<file path="src/rtl/pc_sequencer_pkg.sv">
// Shared types and constants for the program-counter sequencer: FSM states,
// exception cause codes, default vectors and the sequential PC increment.
package pc_sequencer_pkg;

  typedef enum logic {
    S_FETCH = 1'b0,
    S_ISSUE = 1'b1
  } state_e;

  typedef enum logic [1:0] {
    CAUSE_NONE     = 2'd0,
    CAUSE_EXT      = 2'd1,
    CAUSE_MISALIGN = 2'd2
  } cause_e;

  localparam logic [31:0] RESET_PC_DEF = 32'h0000_0000;
  localparam logic [31:0] EXC_VEC_DEF  = 32'h0000_0180;
  localparam logic [31:0] PC_INC       = 32'd4;

  function automatic logic is_misaligned(input logic [31:0] addr);
    return (addr[1:0] != 2'b00);
  endfunction

endpackage

</file>
<file path="src/rtl/pc_sequencer_npc_sel.sv">
// Next-PC priority mux: exc > eret > jmp > branch > pc+4; a misaligned jump or
// branch target becomes an exception to EXC_VEC. Purely combinational.
module pc_sequencer_npc_sel
  import pc_sequencer_pkg::*;
#(
  parameter logic [31:0] EXC_VEC = EXC_VEC_DEF
) (
  input  logic [31:0] i_pc,
  input  logic [31:0] i_epc,
  input  logic        i_exc,
  input  logic        i_eret,
  input  logic        i_jmp,
  input  logic [31:0] i_jmp_target,
  input  logic        i_br_taken,
  input  logic [31:0] i_br_target,
  output logic [31:0] o_npc,
  output logic        o_misalign,
  output logic        o_eret_sel,
  output cause_e      o_cause
);

  always_comb begin
    o_npc      = i_pc + PC_INC;
    o_misalign = 1'b0;
    o_eret_sel = 1'b0;
    o_cause    = CAUSE_NONE;
    if (i_exc) begin
      o_npc   = EXC_VEC;
      o_cause = CAUSE_EXT;
    end else if (i_eret) begin
      o_npc      = i_epc;
      o_eret_sel = 1'b1;
    end else if (i_jmp) begin
      if (is_misaligned(i_jmp_target)) begin
        o_npc      = EXC_VEC;
        o_misalign = 1'b1;
        o_cause    = CAUSE_MISALIGN;
      end else begin
        o_npc = i_jmp_target;
      end
    end else if (i_br_taken) begin
      if (is_misaligned(i_br_target)) begin
        o_npc      = EXC_VEC;
        o_misalign = 1'b1;
        o_cause    = CAUSE_MISALIGN;
      end else begin
        o_npc = i_br_target;
      end
    end
  end

endmodule

</file>
<file path="src/rtl/pc_sequencer.sv">
// Fetch/retire sequencer: one imem req/ack per instruction, IR held while stalled.
// Minimum 2 cycles per instruction; each ack wait or stall cycle adds one.
module pc_sequencer
  import pc_sequencer_pkg::*;
#(
  parameter logic [31:0] RESET_PC = RESET_PC_DEF,
  parameter logic [31:0] EXC_VEC  = EXC_VEC_DEF
) (
  input  logic        clk,
  input  logic        rst,
  output logic        imem_req,
  output logic [31:0] imem_addr,
  input  logic        imem_ack,
  input  logic [31:0] imem_rdata,
  output logic [31:0] ir,
  output logic        ir_valid,
  input  logic        stall,
  input  logic        br_taken,
  input  logic [31:0] br_target,
  input  logic        jmp,
  input  logic [31:0] jmp_target,
  input  logic        exc,
  input  logic        eret,
  output logic [31:0] pc,
  output logic [31:0] epc,
  output logic        exl,
  output logic [1:0]  exc_cause
);

  state_e      r_state;
  state_e      w_state_nxt;
  logic [31:0] r_pc;
  logic [31:0] r_epc;
  logic        r_exl;
  cause_e      r_cause;
  logic [31:0] r_ir;

  logic        w_fetch_done;
  logic        w_retire;
  logic [31:0] w_npc;
  logic        w_misalign;
  logic        w_eret_sel;
  cause_e      w_cause;
  logic        w_enter_exc;

  pc_sequencer_npc_sel #(
    .EXC_VEC (EXC_VEC)
  ) u_npc_sel (
    .i_pc         (r_pc),
    .i_epc        (r_epc),
    .i_exc        (exc),
    .i_eret       (eret),
    .i_jmp        (jmp),
    .i_jmp_target (jmp_target),
    .i_br_taken   (br_taken),
    .i_br_target  (br_target),
    .o_npc        (w_npc),
    .o_misalign   (w_misalign),
    .o_eret_sel   (w_eret_sel),
    .o_cause      (w_cause)
  );

  assign w_enter_exc = exc | w_misalign;

  always_ff @(posedge clk or negedge rst) begin
    if (!rst) begin
      r_state <= S_FETCH;
    end else begin
      r_state <= w_state_nxt;
    end
  end

  always_comb begin
    w_state_nxt  = r_state;
    w_fetch_done = 1'b0;
    w_retire     = 1'b0;
    case (r_state)
      S_FETCH: begin
        if (imem_ack) begin
          w_fetch_done = 1'b1;
          w_state_nxt  = S_ISSUE;
        end
      end
      S_ISSUE: begin
        if (!stall) begin
          w_retire    = 1'b1;
          w_state_nxt = S_FETCH;
        end
      end
      default: w_state_nxt = S_FETCH;
    endcase
  end

  always_ff @(posedge clk or negedge rst) begin
    if (!rst) begin
      r_ir <= '0;
    end else if (w_fetch_done) begin
      r_ir <= imem_rdata;
    end
  end

  // EPC captures only the first exception; nested ones keep the original return point.
  always_ff @(posedge clk or negedge rst) begin
    if (!rst) begin
      r_pc    <= RESET_PC;
      r_epc   <= '0;
      r_exl   <= 1'b0;
      r_cause <= CAUSE_NONE;
    end else if (w_retire) begin
      r_pc <= w_npc;
      if (w_enter_exc) begin
        r_cause <= w_cause;
        if (!r_exl) begin
          r_epc <= r_pc;
          r_exl <= 1'b1;
        end
      end else if (w_eret_sel) begin
        r_exl   <= 1'b0;
        r_cause <= CAUSE_NONE;
      end
    end
  end

  // Gated by rst so the request drops the instant reset asserts.
  assign imem_req  = (r_state == S_FETCH) && rst;
  assign imem_addr = r_pc;
  assign ir        = r_ir;
  assign ir_valid  = (r_state == S_ISSUE);
  assign pc        = r_pc;
  assign epc       = r_epc;
  assign exl       = r_exl;
  assign exc_cause = r_cause;

endmodule

</file>
<file path="config.mk">
export PLATFORM = sky130hd
export DESIGN_NAME = pc_sequencer
export DESIGN_NICKNAME = d
export VERILOG_FILES = /design/src/rtl/pc_sequencer_pkg.sv /design/src/rtl/pc_sequencer_npc_sel.sv /design/src/rtl/pc_sequencer.sv
export SDC_FILE = /design/constraint.sdc
export NUM_CORES = 1
export LEC_CHECK = 0
export CAP_MARGIN = 10
export CORE_UTILIZATION = 40
export CTS_CLUSTER_DIAMETER = 80
export CTS_CLUSTER_SIZE = 8
export DETAILED_ROUTE_END_ITERATION = 12
export GPL_TIMING_DRIVEN = 0
export PLACE_DENSITY = 0.88
export RECOVER_POWER = 100
export SKIP_CTS_REPAIR_TIMING = 1
export SLEW_MARGIN = 20
export SYNTH_ARGS = -nofsm -noshare
export SYNTH_HDL_FRONTEND = slang
export SYNTH_SLANG_ARGS = --single-unit
</file>
<file path="constraint.sdc">
create_clock -name clk -period 1.7 [get_ports clk]
set_input_delay 0.255 -clock clk [delete_from_list [all_inputs] [get_ports clk]]
set_output_delay 0.255 -clock clk [all_outputs]
set_load 0.01 [all_outputs]
</file>
Word-level counts from Yosys, hierarchy flattened
Cells that the tools add are included.
Word-level totals
  bits in registers: 100
  bits in latches: 0
  bits in writable memories: 0
  ROM bits: 0
  input bits: 104
  word-level logic and storage cells: 46
  memories: 0
Operators by class
  add/subtract/negate cells: 1
  $mul: 0
  div/mod/pow operators: 0
  magnitude comparators: 0
  equal/unequal tests: 0
  shifts and indexed selects: 0
  mux-type cells: 30
  bitwise operators: 3
  reductions and logical operators: 6
Operator list (count)
  $mux 32: 6
  $add 32x3->32 const B: 1
  $mux 2: 8
  $mux 1: 15
  $reduce_bool 2->1: 3
  $reduce_and 3->1: 1
  $not 1->1: 2
  $pmux 1 s2: 1
  $reduce_and 2->1: 1
  $logic_and 1x1->1: 1
  $or 1x1->1: 1

Logic depth before layout (Yosys ltp)
  depth after elaboration: 9
  depth in mapped cells: 8
  gate-level depth less buffers: 6

Modules after synthesis
Synthesis repeated with hierarchy kept, for this count alone.
Second synthesis, totals
  cells, all modules: 541
  area, all modules: 5786.8 sq um
Modules (own cells, without submodules)
  pc_sequencer: times used 1, cells each 251, area an instance 3991.3 sq um, sequential area each 2502.4 sq um
  pc_sequencer_npc_sel: times used 1, cells each 290, area an instance 1795.5 sq um, sequential area each 0.0 sq um

Worst setup path before layout
OpenSTA, ideal clock, no wires.
  kind: register -> register
  from: register r_pc[2], in the netlist imem_addr[2]
  to: register r_pc[20], in the netlist imem_addr[20]
  arrival time: 1.708 ns
  required time: 1.568 ns
  slack: -0.140 ns
  cell stages (with the launch flop): 7
  path buffers: 0
  cell sequence: dfrtp_1 -> ha_1 -> nand2_1 -> or2_2 -> o31a_1 -> o31ai_1 -> a21oi_1
Between the ends
  longest elaborated chain between the ends: 5
RTL lines
  start, declared: line pc_sequencer.sv:32  | logic [31:0] r_pc;
  start signal, assigned: line pc_sequencer.sv:110  | r_pc <= w_npc;
  $add 32x3->32: line pc_sequencer_npc_sel.sv:23  | o_npc = i_pc + PC_INC;
  $mux 32: line pc_sequencer_npc_sel.sv:41  | end else if (i_br_taken) begin
  $mux 32: line pc_sequencer_npc_sel.sv:33  | end else if (i_jmp) begin
  $mux 32: line pc_sequencer_npc_sel.sv:30  | end else if (i_eret) begin
  $mux 32: line pc_sequencer_npc_sel.sv:27  | if (i_exc) begin
Every way passes these cells.
A chain may end at the register's enable or synchronous reset.

Final worst setup path
  from: register r_pc[12], in the netlist imem_addr[12]
  to: register r_pc[21], in the netlist imem_addr[21]
The elaborated chain is that of the path after synthesis.

==> impl_metrics.json <==
{
  "initial_utilization_pct": 41.47,
  "syn-num-nets": 686,
  "rr_endpoint": "imem_addr[21]",
  "min_to": "ir_valid",
  "routed.top_layer": "met4",
  "grt_pass1_wl_mm": 31.60,
  "regToRegSetupSlack_ns": -0.19,
  "core_area_um2": 14040,
  "yosys_warnings": 0,
  "final-max-slew-violation-count": 0,
  "synth-async-reset-ratio_pct": 100.0,
  "hold_violations": 0,
  "gr-total-overflow": 0,
  "detail_route.iter0.violations": 871,
  "timing_worst_setup_path_type": "flop to flop",
  "layout_min_cycle_time_ns": 1.892,
  "mostFrequentLayoutCell": "sky130_fd_sc_hd__clkdlybuf4s50_1",
  "cts_made_buffers": 9,
  "tritoncts": "built",
  "route.antenna.remaining_nets": 0,
  "drc": 0,
  "synth-seq-area-share_pct": 42.97,
  "maxClockFrequency_mhz": 528.4,
  "finalNetCount": 998,
  "cts.htree.levels": 3,
  "worstRegToRegCells": 8,
  "arrival_time_of_the_worst_setup_path_ns": 2.13,
  "max-slew-margin-rel_pct": 38.15,
  "dr_total_vias": 6484,
  "finish.utilization_pct": 68.57,
  "synth-compound-area-share_pct": 17.19,
  "dieArea_um2": 15040,
  "rsz0062_at_grt": "yes",
  "finalSetupViolCount": 18,
  "worst_hold_startpoint": "stall",
  "ir_drop_mv": 0.5463,
  "hold_path_class": "input pin to flop",
  "synthFlopType": "sky130_fd_sc_hd__dfrtp_1",
  "final_layout_size_suffix_gt1_share_pct": 31.18,
  "critical-path-top-delay-family": "simple AND/OR/NAND/NOR gates",
  "data_required_time_of_the_critical_path_ns": 1.94,
  "numClockSinks": 100,
  "critical_path_sink_type": "flop",
  "post_synth_and_or_nand_nor_area_fraction_pct": 15.36,
  "clk_path_buf_depth": 2,
  "first_global_vias": 5815,
  "routed-wl-met3_mm": 2.920,
  "crit_path_cell_trace": "nand4_1 -> buf_6 -> nor3_4 -> buf_4 -> buf_6 -> nand3_2 -> xor2_1 -> a211oi_1",
  "critical_path.reg2reg.startpoint": "imem_addr[12]",
  "placement_rows": 43,
  "holdPathStages": 2,
  "design_area_um2": 9629,
  "cp.buffers_inverters": 3,
  "m1WireLength_mm": 8.218,
  "status": "finished, violations left",
  "cap_viol_max_count": 0,
  "fin_hold_ws_ns": 0.2741,
  "synth_edf_count": 0,
  "post_synth_mux_area_share_pct": 14.31,
  "worst_slew_pin_slew_ns": 0.9278,
  "post-route-period-util_pct": 111.3,
  "final.setup.worst_slack_ns": -0.1924,
  "num_ports": 237,
  "synthAdderAreaFrac_pct": 0.2149,
  "syn_to_final_growth_pct": 65.36,
  "timing.critical_path.fanout_max": 5,
  "total_cell_area_at_the_placement_stage_um2": 8457,
  "io_buffers": 234,
  "synthXorXnorAreaFrac_pct": 2.407,
  "most_frequent_cells_in_the_layout": "sky130_fd_sc_hd__clkdlybuf4s50_1, sky130_fd_sc_hd__buf_4, sky130_fd_sc_hd__dfrtp_1",
  "syn_inst": 581,
  "dp_hpwl_mm": 15.29,
  "drt-vias-per-instance": 6.009,
  "antenna_found_initial": 1,
  "drt-total-wl_mm": 23.00,
  "drt_first_pass_iters": 5,
  "chipHeight_um": 122.7,
  "critPathMaxStageDelay_ns": 0.44,
  "synth_cell_types": 66,
  "die-width_um": 122.7,
  "yosys_register_bits": 100,
  "cpMostUsedCell": "sky130_fd_sc_hd__buf_6",
  "finalWeightedCongestion": 0.9071,
  "critPathSlowestCell": "sky130_fd_sc_hd__dfrtp_2",
  "grt_max_degree": 71,
  "grt.total_usage_pct": 28.12,
  "met2_wl_mm": 10.90,
  "timing.clock.skew_ns": 0.006803,
  "largest_family_of_logic_cells_by_synthesized_area": "compound AO/OA/AOI/OAI gates",
  "clk_pin_slew_ns": 0.07,
  "cellPowerDensity_nw_per_um2": 1060,
  "wl_cell_um": 21.32,
  "syn-mean-instance-area_um2": 10.02,
  "clock_latency_ns": 0.35,
  "crit_path_start_kind": "flop",
  "failed_checks": "setup timing",
  "leakagePower_nw": 4.502,
  "synth_area_um2": 5823,
  "clk_root_buffer_cell": "sky130_fd_sc_hd__clkbuf_16"
}
-- report_power, final --
group,leakage (nW),switching (mW),internal [mW]
logic,3.13,1.64,2.60
registers,1.22,0.693,3.00
clock network,0.153,0.941,1.33
-- per-layer routing --
metal,GRT usage (%),up-vias
met3,5.901,120
met2,44.73,548
met1,36.14,3075
li1,-,2741
met4,14.02,0
met5,0,-
-- metrics by stage --
step / setup WS, ns / cells / TNS (ns) / total power, mW
global placement: -3.971 / 995 / -421.29 / 7.397
finish: -0.1924 / 1079 / -1.781 / 10.21
global route: -0.2181 / 1079 / -5.652 / 10.60
floorplan: -0.01201 / 581 / -0.01201 / 5.264
CTS: -0.6095 / 1012 / -31.03 / 9.773
detailed placement: -0.8863 / 996 / -58.66 / 7.512
-- cells by family after synthesis --
| group | after synthesis |
|---|---|
| xor gates and xnor gates | 16 |
| DFF | 100 |
| muxes | 64 |
| AOI/OAI and AO/OA | 155 |
| adders and majority gates | 1 |
| buffers and inverters | 77 |
| and+or+nand+nor | 168 |
-- synthesized netlist by cell type, types with 12 or more instances --
library cell,n,area share [%]
sky130_fd_sc_hd__nand3_1,17,1.5
sky130_fd_sc_hd__mux2_4,30,7.7
sky130_fd_sc_hd__a221oi_1,13,2.0
sky130_fd_sc_hd__clkbuf_1,28,1.8
sky130_fd_sc_hd__dfrtp_1,100,43
sky130_fd_sc_hd__o21ai_0,27,2.3
sky130_fd_sc_hd__nor2_1,39,2.5
sky130_fd_sc_hd__xor2_1,12,1.8
sky130_fd_sc_hd__buf_4,32,4.1
sky130_fd_sc_hd__nor3_1,24,2.1
sky130_fd_sc_hd__nand2_1,36,2.3
sky130_fd_sc_hd__a21oi_1,53,4.6
sky130_fd_sc_hd__mux2_2,32,6.2
-- registers in the layout, summed over array words and instances, names as in the netlist --
signal	count
epc	32
ir_valid	1
imem_addr	32
exc_cause	2
exl	1
ir	32
-- worst max path at each step --
stage                        from             to  cells past startpoint
floorplan            imem_addr[2]  imem_addr[20]                      6
global placement              rst   imem_addr[8]                      1
detailed placement          stall  imem_addr[12]                      6
CTS                      ir_valid  imem_addr[12]                      5
global route        imem_addr[13]  imem_addr[17]                      7
finish              imem_addr[12]  imem_addr[21]                      8
-- area by class of cell --
cell class	instances	area, um^2
antenna	1	2.502
inverter	7	26.28
tap	180	225.2
multi-input combinational	405	3128
clock inverter	4	72.57
fill	973	4413
buffer	69	449.2
timing repair buffer	301	2938
sequential	100	2541
clock buffer	12	246.5
(Power assumes the default switching activity.)
